[config.mk]
export PLATFORM = sky130hd
export DESIGN_NAME = spi_flash_reader
export DESIGN_NICKNAME = d
export VERILOG_FILES = /design/src/rtl/spi_flash_reader.sv
export SDC_FILE = /design/constraint.sdc
export NUM_CORES = 1
export LEC_CHECK = 0
export ABC_CLOCK_PERIOD_IN_PS = 3200
export CORE_MARGIN = 5
export CORE_UTILIZATION = 40
export DETAILED_ROUTE_END_ITERATION = 7
export GPL_TIMING_DRIVEN = 0
export PLACE_DENSITY_LB_ADDON = 0.3
export SLEW_MARGIN = 20
export SYNTH_ARGS = -nofsm -noshare
export SYNTH_HDL_FRONTEND = slang
export SYNTH_SLANG_ARGS = --single-unit
export TNS_END_PERCENT = 30
[constraint.sdc]
create_clock -name clock -period 3.2 [get_ports clock]
set_clock_uncertainty 0.15 [all_clocks]
set_input_delay 0.32 -clock clock [delete_from_list [all_inputs] [get_ports clock]]
set_output_delay 0.32 -clock clock [all_outputs]
set_load 0.01 [all_outputs]
[src/rtl/spi_flash_reader.sv]
// SPI mode-0 flash read engine: one request streams req_len bytes (0 = 256) from req_addr; build with SPI_FLASH_FAST_READ_EN for 0x0B fast read plus 8 dummy clocks.
// Latency: flash_csb falls the cycle after handshake; each byte is valid the cycle after its 8th SCK rise.
// Backpressure: SCK is parked low before a byte's first rise while the previous byte is unaccepted.
module spi_flash_reader #(
    parameter int CLK_DIV  = 2,
    parameter int CSB_IDLE = 4
) (
    input  logic        clock,
    input  logic        resetb,
    input  logic        req_valid,
    output logic        req_ready,
    input  logic [23:0] req_addr,
    input  logic [7:0]  req_len,
    output logic        out_valid,
    input  logic        out_ready,
    output logic [7:0]  out_data,
    output logic        busy,
    output logic        flash_csb,
    output logic        flash_clk,
    output logic        flash_io0,
    input  logic        flash_io1
);
`ifdef SPI_FLASH_FAST_READ_EN
    localparam logic [7:0] OPCODE = 8'h0B;
    localparam bit         FAST   = 1'b1;
`else
    localparam logic [7:0] OPCODE = 8'h03;
    localparam bit         FAST   = 1'b0;
`endif
    localparam int GW = (CSB_IDLE > 1) ? $clog2(CSB_IDLE) : 1;

    typedef enum logic [2:0] {IDLE, CMD, ADDR, DUMMY, DATA, STALL, GAP} state_t;

    state_t          state;
    logic [7:0]      div_cnt;
    logic [4:0]      bit_cnt;
    logic [31:0]     tx_sr;
    logic [6:0]      rx_sr;
    logic [8:0]      bytes_left;
    logic [GW-1:0]   gap_cnt;
    logic            tick;
    logic            shifting;

    assign tick      = (div_cnt == 8'(CLK_DIV - 1));
    assign shifting  = (state == CMD) || (state == ADDR) || (state == DUMMY) || (state == DATA);
    assign req_ready = (state == IDLE);
    assign busy      = (state != IDLE);

    always_ff @(posedge clock or negedge resetb) begin
        if (!resetb) begin
            state      <= IDLE;
            div_cnt    <= 8'd0;
            bit_cnt    <= 5'd0;
            tx_sr      <= 32'd0;
            rx_sr      <= 7'd0;
            bytes_left <= 9'd0;
            gap_cnt    <= '0;
            out_valid  <= 1'b0;
            out_data   <= 8'h00;
            flash_csb  <= 1'b1;
            flash_clk  <= 1'b0;
            flash_io0  <= 1'b0;
        end else begin
            if (out_valid && out_ready)
                out_valid <= 1'b0;
            if (shifting)
                div_cnt <= tick ? 8'd0 : div_cnt + 8'd1;

            case (state)
                IDLE: if (req_valid) begin
                    state      <= CMD;
                    flash_csb  <= 1'b0;
                    tx_sr      <= {OPCODE, req_addr};
                    flash_io0  <= OPCODE[7];
                    bytes_left <= (req_len == 8'd0) ? 9'd256 : {1'b0, req_len};
                    bit_cnt    <= 5'd0;
                    div_cnt    <= 8'd0;
                end
                CMD, ADDR, DUMMY: if (tick) begin
                    flash_clk <= ~flash_clk;
                    if (flash_clk) begin
                        // Falling edge: advance the outgoing bit while SCK is going low.
                        bit_cnt   <= bit_cnt + 5'd1;
                        tx_sr     <= {tx_sr[30:0], 1'b0};
                        flash_io0 <= tx_sr[30];
                        if (state == CMD && bit_cnt == 5'd7)
                            state <= ADDR;
                        if (state == ADDR && bit_cnt == 5'd31) begin
                            bit_cnt   <= 5'd0;
                            flash_io0 <= 1'b0;
                            state     <= FAST ? DUMMY : DATA;
                        end
                        if (state == DUMMY) begin
                            flash_io0 <= 1'b0;
                            if (bit_cnt == 5'd7) begin
                                bit_cnt <= 5'd0;
                                state   <= DATA;
                            end
                        end
                    end
                end
                DATA: if (tick) begin
                    if (!flash_clk) begin
                        if (bit_cnt == 5'd0 && out_valid && !out_ready) begin
                            state   <= STALL;
                            div_cnt <= 8'd0;
                        end else begin
                            flash_clk <= 1'b1;
                            if (bit_cnt == 5'd7) begin
                                out_data   <= {rx_sr, flash_io1};
                                out_valid  <= 1'b1;
                                bit_cnt    <= 5'd0;
                                bytes_left <= bytes_left - 9'd1;
                            end else begin
                                rx_sr   <= {rx_sr[5:0], flash_io1};
                                bit_cnt <= bit_cnt + 5'd1;
                            end
                        end
                    end else begin
                        flash_clk <= 1'b0;
                        // Last byte shifted in: park until it is accepted before releasing CS.
                        if (bit_cnt == 5'd0 && bytes_left == 9'd0) begin
                            state   <= STALL;
                            div_cnt <= 8'd0;
                        end
                    end
                end
                STALL: if (!out_valid || out_ready) begin
                    if (bytes_left == 9'd0) begin
                        state     <= GAP;
                        flash_csb <= 1'b1;
                        gap_cnt   <= GW'(CSB_IDLE - 1);
                    end else begin
                        // Resume with the deferred first rise of the next byte.
                        state     <= DATA;
                        flash_clk <= 1'b1;
                        rx_sr     <= {rx_sr[5:0], flash_io1};
                        bit_cnt   <= 5'd1;
                        div_cnt   <= 8'd0;
                    end
                end
                GAP: begin
                    if (gap_cnt == '0)
                        state <= IDLE;
                    else
                        gap_cnt <= gap_cnt - 1'b1;
                end
                default: state <= IDLE;
            endcase
        end
    end
endmodule

Yosys cells after proc, flatten, opt, wreduce, memory -nomap -nowiden
Cells that the tools add are included.
- $add $sub $neg: 4
- equality and inequality tests: 24
- muxes and demuxes: 82
- bitwise gates (word level): 2
- reductions and logical operators: 35
- operators by type and width (cell ; count):
    $mux 31 ; 3
    $mux 8 ; 9
    $pmux 31 s2 ; 1
    $mux 5 ; 12
    $mux 9 ; 6
    $mux 7 ; 6
    $mux 3 ; 13
    $ne 2x2->1 const B ; 12
    $pmux 8 s3 ; 1
    $pmux 5 s4 ; 1
    $mux 1 ; 19
    $pmux 9 s2 ; 1
    $pmux 3 s5 ; 1
    $pmux 7 s2 ; 1
    $reduce_and 4->1 ; 3
    $reduce_and 5->1 ; 2
    $reduce_bool 2->1 ; 5
    $eq 3x3->1 const B ; 3
    $logic_not 9->1 ; 1
    $reduce_and 9->1 ; 1
    $sub 9x1->9 const B ; 1
    $add 8x1->8 const B ; 1
    $eq 8x1->1 const B ; 1
    $logic_not 8->1 ; 1
    25 further kinds ; 42
- flip-flop bits (word level): 77
- input bits: 37
- output and inout port bits: 14
- word-level logic and storage cells: 159

Logic depth before layout (Yosys ltp)
Gate-level depths: netlist (run 1).
- depth after elaboration: 9
- mapped depth: 8
- gate-level depth less buffers: 8

Worst setup path before layout (run 1)
OpenSTA, ideal clock, no wires.
- path kind: register to register
- from: reg div_cnt[1]
- to: reg bit_cnt[0]
- setup time: 0.125 ns
- arrival time: 2.205 ns
- path slack: 0.720 ns
- cell stages (with the launch flop): 8
- path buffers: 0
- cells stage by stage: dfrtp_1 inv_1 ha_1 or4b_4 nor4_4 o22ai_2 or2_4 mux2_4
- word-level cells in the longest chain between the ends: 3
- elaborated cells between the ends (all ways): 4
- those cells by class: 3 x eq/ne; 1 x reduce/logical
- RTL lines (what ; line ; source):
    from (decl) ; 35 ; logic [7:0] div_cnt;
    from (signal assigned) ; 67 ; div_cnt <= tick ? 8'd0 : div_cnt + 8'd1;
    $eq 8x1->1 * ; 44 ; assign tick = (div_cnt == 8'(CLK_DIV - 1));
    $ne 2x2->1 (no line) ; - ;
    $reduce_and 9->1 (no line) * ; - ;
    to (signal assigned) ; 83 ; bit_cnt <= bit_cnt + 5'd1;
    to (signal assigned) ; 116 ; bit_cnt <= bit_cnt + 5'd1;
    to (decl) ; 36 ; logic [4:0] bit_cnt;
Every way passes the cells marked *; elsewhere a longest branch is shown, timed or not.
A chain may end at the register's enable or synchronous reset.

Worst setup path in the final report (run 1)
- from: reg div_cnt[1]
- to: reg bytes_left[0]
- word-level cells in the longest chain between the ends: 3
- RTL lines (what ; line ; source):
    $eq 8x1->1 ; 44 ;
    $ne 2x2->1 (no line) ; - ;
    $reduce_and 6->1 (no line) ; - ;
    to (signal assigned) ; 75 ; bytes_left <= (req_len == 8'd0) ? 9'd256 : {1'b0, req_len};
    to (signal assigned) ; 113 ; bytes_left <= bytes_left - 9'd1;
    to (decl) ; 39 ; logic [8:0] bytes_left;
Every way passes these cells.

==> results of run 1 <==
-- per-layer routing --
metal / vias up / global-route usage
met3: 12 / 0.0315
met2: 75 / 0.236
met1: 1543 / 0.216
li1: 1550 / -
met4: 0 / 0.0440
met5: - / 0
-- worst max-delay path, delay by kind of cell (launching register included) --
kind            cells  cell delay (ns)
simple gates        2             0.94
compound gates      3             0.75
flops               1             0.43
buf+inv             2             0.41
fa+ha+maj           1             0.12
-- power groups by stage --
stage / combinational [W] / clock [W] / sequential (W)
finish: 0.00142 / 0.000738 / 0.00150
global route: 0.00161 / 0.000804 / 0.00154
CTS: 0.00144 / 0.000764 / 0.00150
detailed placement: 0.00143 / 0 / 0.00152
global placement: 0.00138 / 0 / 0.00150
floorplan: 0.00107 / 0 / 0.00145
-- kinds of logic (layout without fill, tap and decap cells) --
family / Yosys count / count (layout) / synth area share
muxes: 41 / 41 / 0.108
buffers and inverters: 33 / 101 / 0.0406
adders and majority gates: 8 / 8 / 0.0250
DFF: 77 / 77 / 0.481
xor gates and xnor gates: 8 / 8 / 0.0175
AOI/OAI and AO/OA: 99 / 99 / 0.161
and+or+nand+nor: 124 / 124 / 0.167
-- path summary, 6_finish.rpt --
kind / startpoint / cells after the start / slack [ns] / end
worst max-delay path: div_cnt[1] / 8 / 0.27 / bytes_left[0]
worst min-delay path: resetb / 2 / 0.30 / bytes_left[0]
worst max register to register: div_cnt[1] / 8 / 0.27 / bytes_left[0]
worst min register to register: tx_sr[17] / 2 / 0.33 / tx_sr[17]
max in group asynchronous: resetb / 3 / 1.98 / flash_csb
min in group clock: tx_sr[17] / 2 / 0.33 / tx_sr[17]
-- Yosys cell counts (4+ instances only) --
cell,count,area (sq um)
sky130_fd_sc_hd__a22o_2,4,40.0
sky130_fd_sc_hd__mux2_2,15,169
sky130_fd_sc_hd__mux2i_1,25,250
sky130_fd_sc_hd__ha_1,8,100
sky130_fd_sc_hd__o21ai_0,42,210
sky130_fd_sc_hd__nand2_1,34,128
sky130_fd_sc_hd__a21oi_1,15,75.1
sky130_fd_sc_hd__nor4_1,6,37.5
sky130_fd_sc_hd__nor2_1,29,109
sky130_fd_sc_hd__xnor2_1,5,43.8
sky130_fd_sc_hd__nand3_1,6,30.0
sky130_fd_sc_hd__o31ai_1,5,37.5
sky130_fd_sc_hd__o22a_1,6,52.6
sky130_fd_sc_hd__nor3_1,10,50.1
sky130_fd_sc_hd__clkbuf_1,13,48.8
sky130_fd_sc_hd__inv_1,13,48.8
sky130_fd_sc_hd__dfrtp_1,76,1900
-- metrics by stage --
stage          cell area [sq um]  cells
3_3_place_gp                4680    573
6_report                    4910    591
3_5_place_dp                4700    574
4_1_cts                     4910    591
2_1_floorplan               4010    390
5_1_grt                     4910    591
-- registers in the layout (all words and copies together), names as in the netlist, 2 cells and up --
register,cells
bit_cnt,5
gap_cnt,2
bytes_left,9
div_cnt,8
out_data,8
tx_sr,31
rx_sr,7
state,3
-- timing repair --
| action | CTS | global route |
|---|---|---|
| endpoints found under the hold margin | 32 | 0 |
| hold buffers | 1 | 0 |
| buffers inserted | 0 | 0 |
-- cell type report --
| class | count | area (sq um) |
|---|---|---|
| plain buffers | 19 | 110 |
| flip-flops and latches | 77 | 1930 |
| clock buffers | 10 | 128 |
| clock inverters | 6 | 71.3 |
| inverters | 14 | 52.6 |
| well taps | 133 | 166 |
| fillers | 924 | 4860 |
| repair buffers | 52 | 536 |
| multi-input cells | 280 | 1920 |
==> impl_results.md, run 1 <==
* Run status: completed
* Fmax at 341 MHz
* Required time at the worst-slack endpoint at 3.28 ns
* Syn Nets at 435
* Number of nets in the layout at 498
* Vias at 3,180
* Combinational group share of total power at 0.389
* Category of the worst setup path launch point: flip-flop
* CP Data Arrival Time at 3.01 ns
* Root buffer cell: sky130_fd_sc_hd__clkbuf_8
* Category of the most critical setup path: reg -> reg
* Final setup margin at 0.272 ns
* Peak fanout along the critical path at 10
* Worst-Skew Late Latency at 0.35 ns
* Remaining antenna violation count after routing at 0
* Setup Viol. Count Final at 0
* WL met2 at 4.11 mm
* Endpoints failing hold at 0
* Most frequent cells in the layout: 76 x sky130_fd_sc_hd__dfrtp_1, 49 x sky130_fd_sc_hd__clkdlybuf4s50_1, 42 x sky130_fd_sc_hd__o21ai_0
* I/O pin cnt at 51
* Diode insertion count for antenna repair at 0
* Mean cell area of the mapped netlist at 10.3 sq um
* Area growth syn-to-layout at 22.5%
* Number of enable flip-flop cells after synthesis at 0
* Classification of the worst-slack hold path: in -> async
* Slew margin rel. at 0.344
* Sw Ratio at 0.383
* Net switching power figure at 0.00140 W
* Max-cap violation count at 0
* Critical path cell sequence: inv_1 -> ha_1 -> or4b_4 -> nor2_1 -> a41oi_1 -> clkbuf_1 -> a21oi_1 -> o22ai_1
* Shortest clock period the worst path allows after layout at 2.93 ns
* Initial standard-cell utilization of the core at 0.410
* # rows at 36
* Total DRC errors in the routed layout at 0
* Setup repair after global routing missed its margin: no
* Detailed-placement wirelength estimate at 6.40 mm
* Routed metal-1 wire length at 4.17 mm
* Most used DFF post-synth: sky130_fd_sc_hd__dfrtp_1
* Iteration count of the initial detailed-routing pass at 5
* Global-route wire length before repair at 14.8 mm
* Worst hold margin at 0.299 ns
* Number of antenna violations at the first check in global routing at 0
* Overall fraction of global-route tracks in use at 0.152
* Total of flip-flops plus latches after synthesis at 77
* Final clock period utilization by the worst path at 0.915
* Routed len/inst at 14.9 microns
* GRT Residual Overflow at 0
* Clock tree from TritonCTS: yes
* Clock group share of total power at 0.202
* Setup Slack @ Placement at 0.304 ns
* Critical path's slowest cell: sky130_fd_sc_hd__or4b_4
* PD cells at 746 nW/um^2
* Clock input transition at the sequential cells of the worst setup and hold paths at 0.08 ns
* Area inside the core boundary at 9770 sq um
* Maximum number of pins on one net before global-route repair at 46
* Detailed router's first-iteration violation count at 212
* Vias in the first global route at 3,117
* Die footprint at 12,100 sq um
* Clock Sinks at 77
* Largest vdd supply drop at 0.296 mV
* Fraction of final layout cells with drive strength greater than 1 at 0.129
* Post-CTS Resized at 0
* Num CTS Buffers at 9
* Post-Route WL at 8.80 mm
* Gpl congestion at 0.870
* Async set-or-reset flop fraction in the synthesized netlist at 1.00
* Share of synthesized area occupied by flip-flops and latches at 0.481
* Proportion of power drawn by flip-flops and latches at 0.410
* Met3 wire length at 390 microns
* Gate Count Post-Synth at 390
* DIE WIDTH at 110 microns
* Static leakage power at 2.07 nW
* Actual slew at the worst max-slew pin at 0.975 ns
* Total power draw at 0.00366 W
* Count of unique library cells instantiated by Yosys at 68
* Highest routed metal layer: met4
* Post-synth design cell area at 4010 sq um
* End-of-flow core utilization at 0.502
* Ratio of routed vias to standard cells at 5.38
* I/O Buffers at 50
* Most common cell after layout, fill and taps aside: sky130_fd_sc_hd__dfrtp_1
* Clock Path Buffers at 2
* Internal Dissipation at 0.00226 W
* Delay of the slowest cell on the worst path at 0.50 ns
* Number of max-slew violations in the final report at 0
* Fin Setup TNS at 0 ns
* Floorplan die height at 110 microns
* Worst setup EP type: flip-flop
* Syn. warnings at 0
* Total number of H-tree levels at 3
Power figures use the tool's default switching activity.
==> run 2, diff against run 1 <==
CTS_CLUSTER_SIZE = 25   (was not set)
GPL_ROUTABILITY_DRIVEN = 0   (was not set)
==> results of run 2 <==
The final DEF is identical to that of run 1; final timing and power are the same.
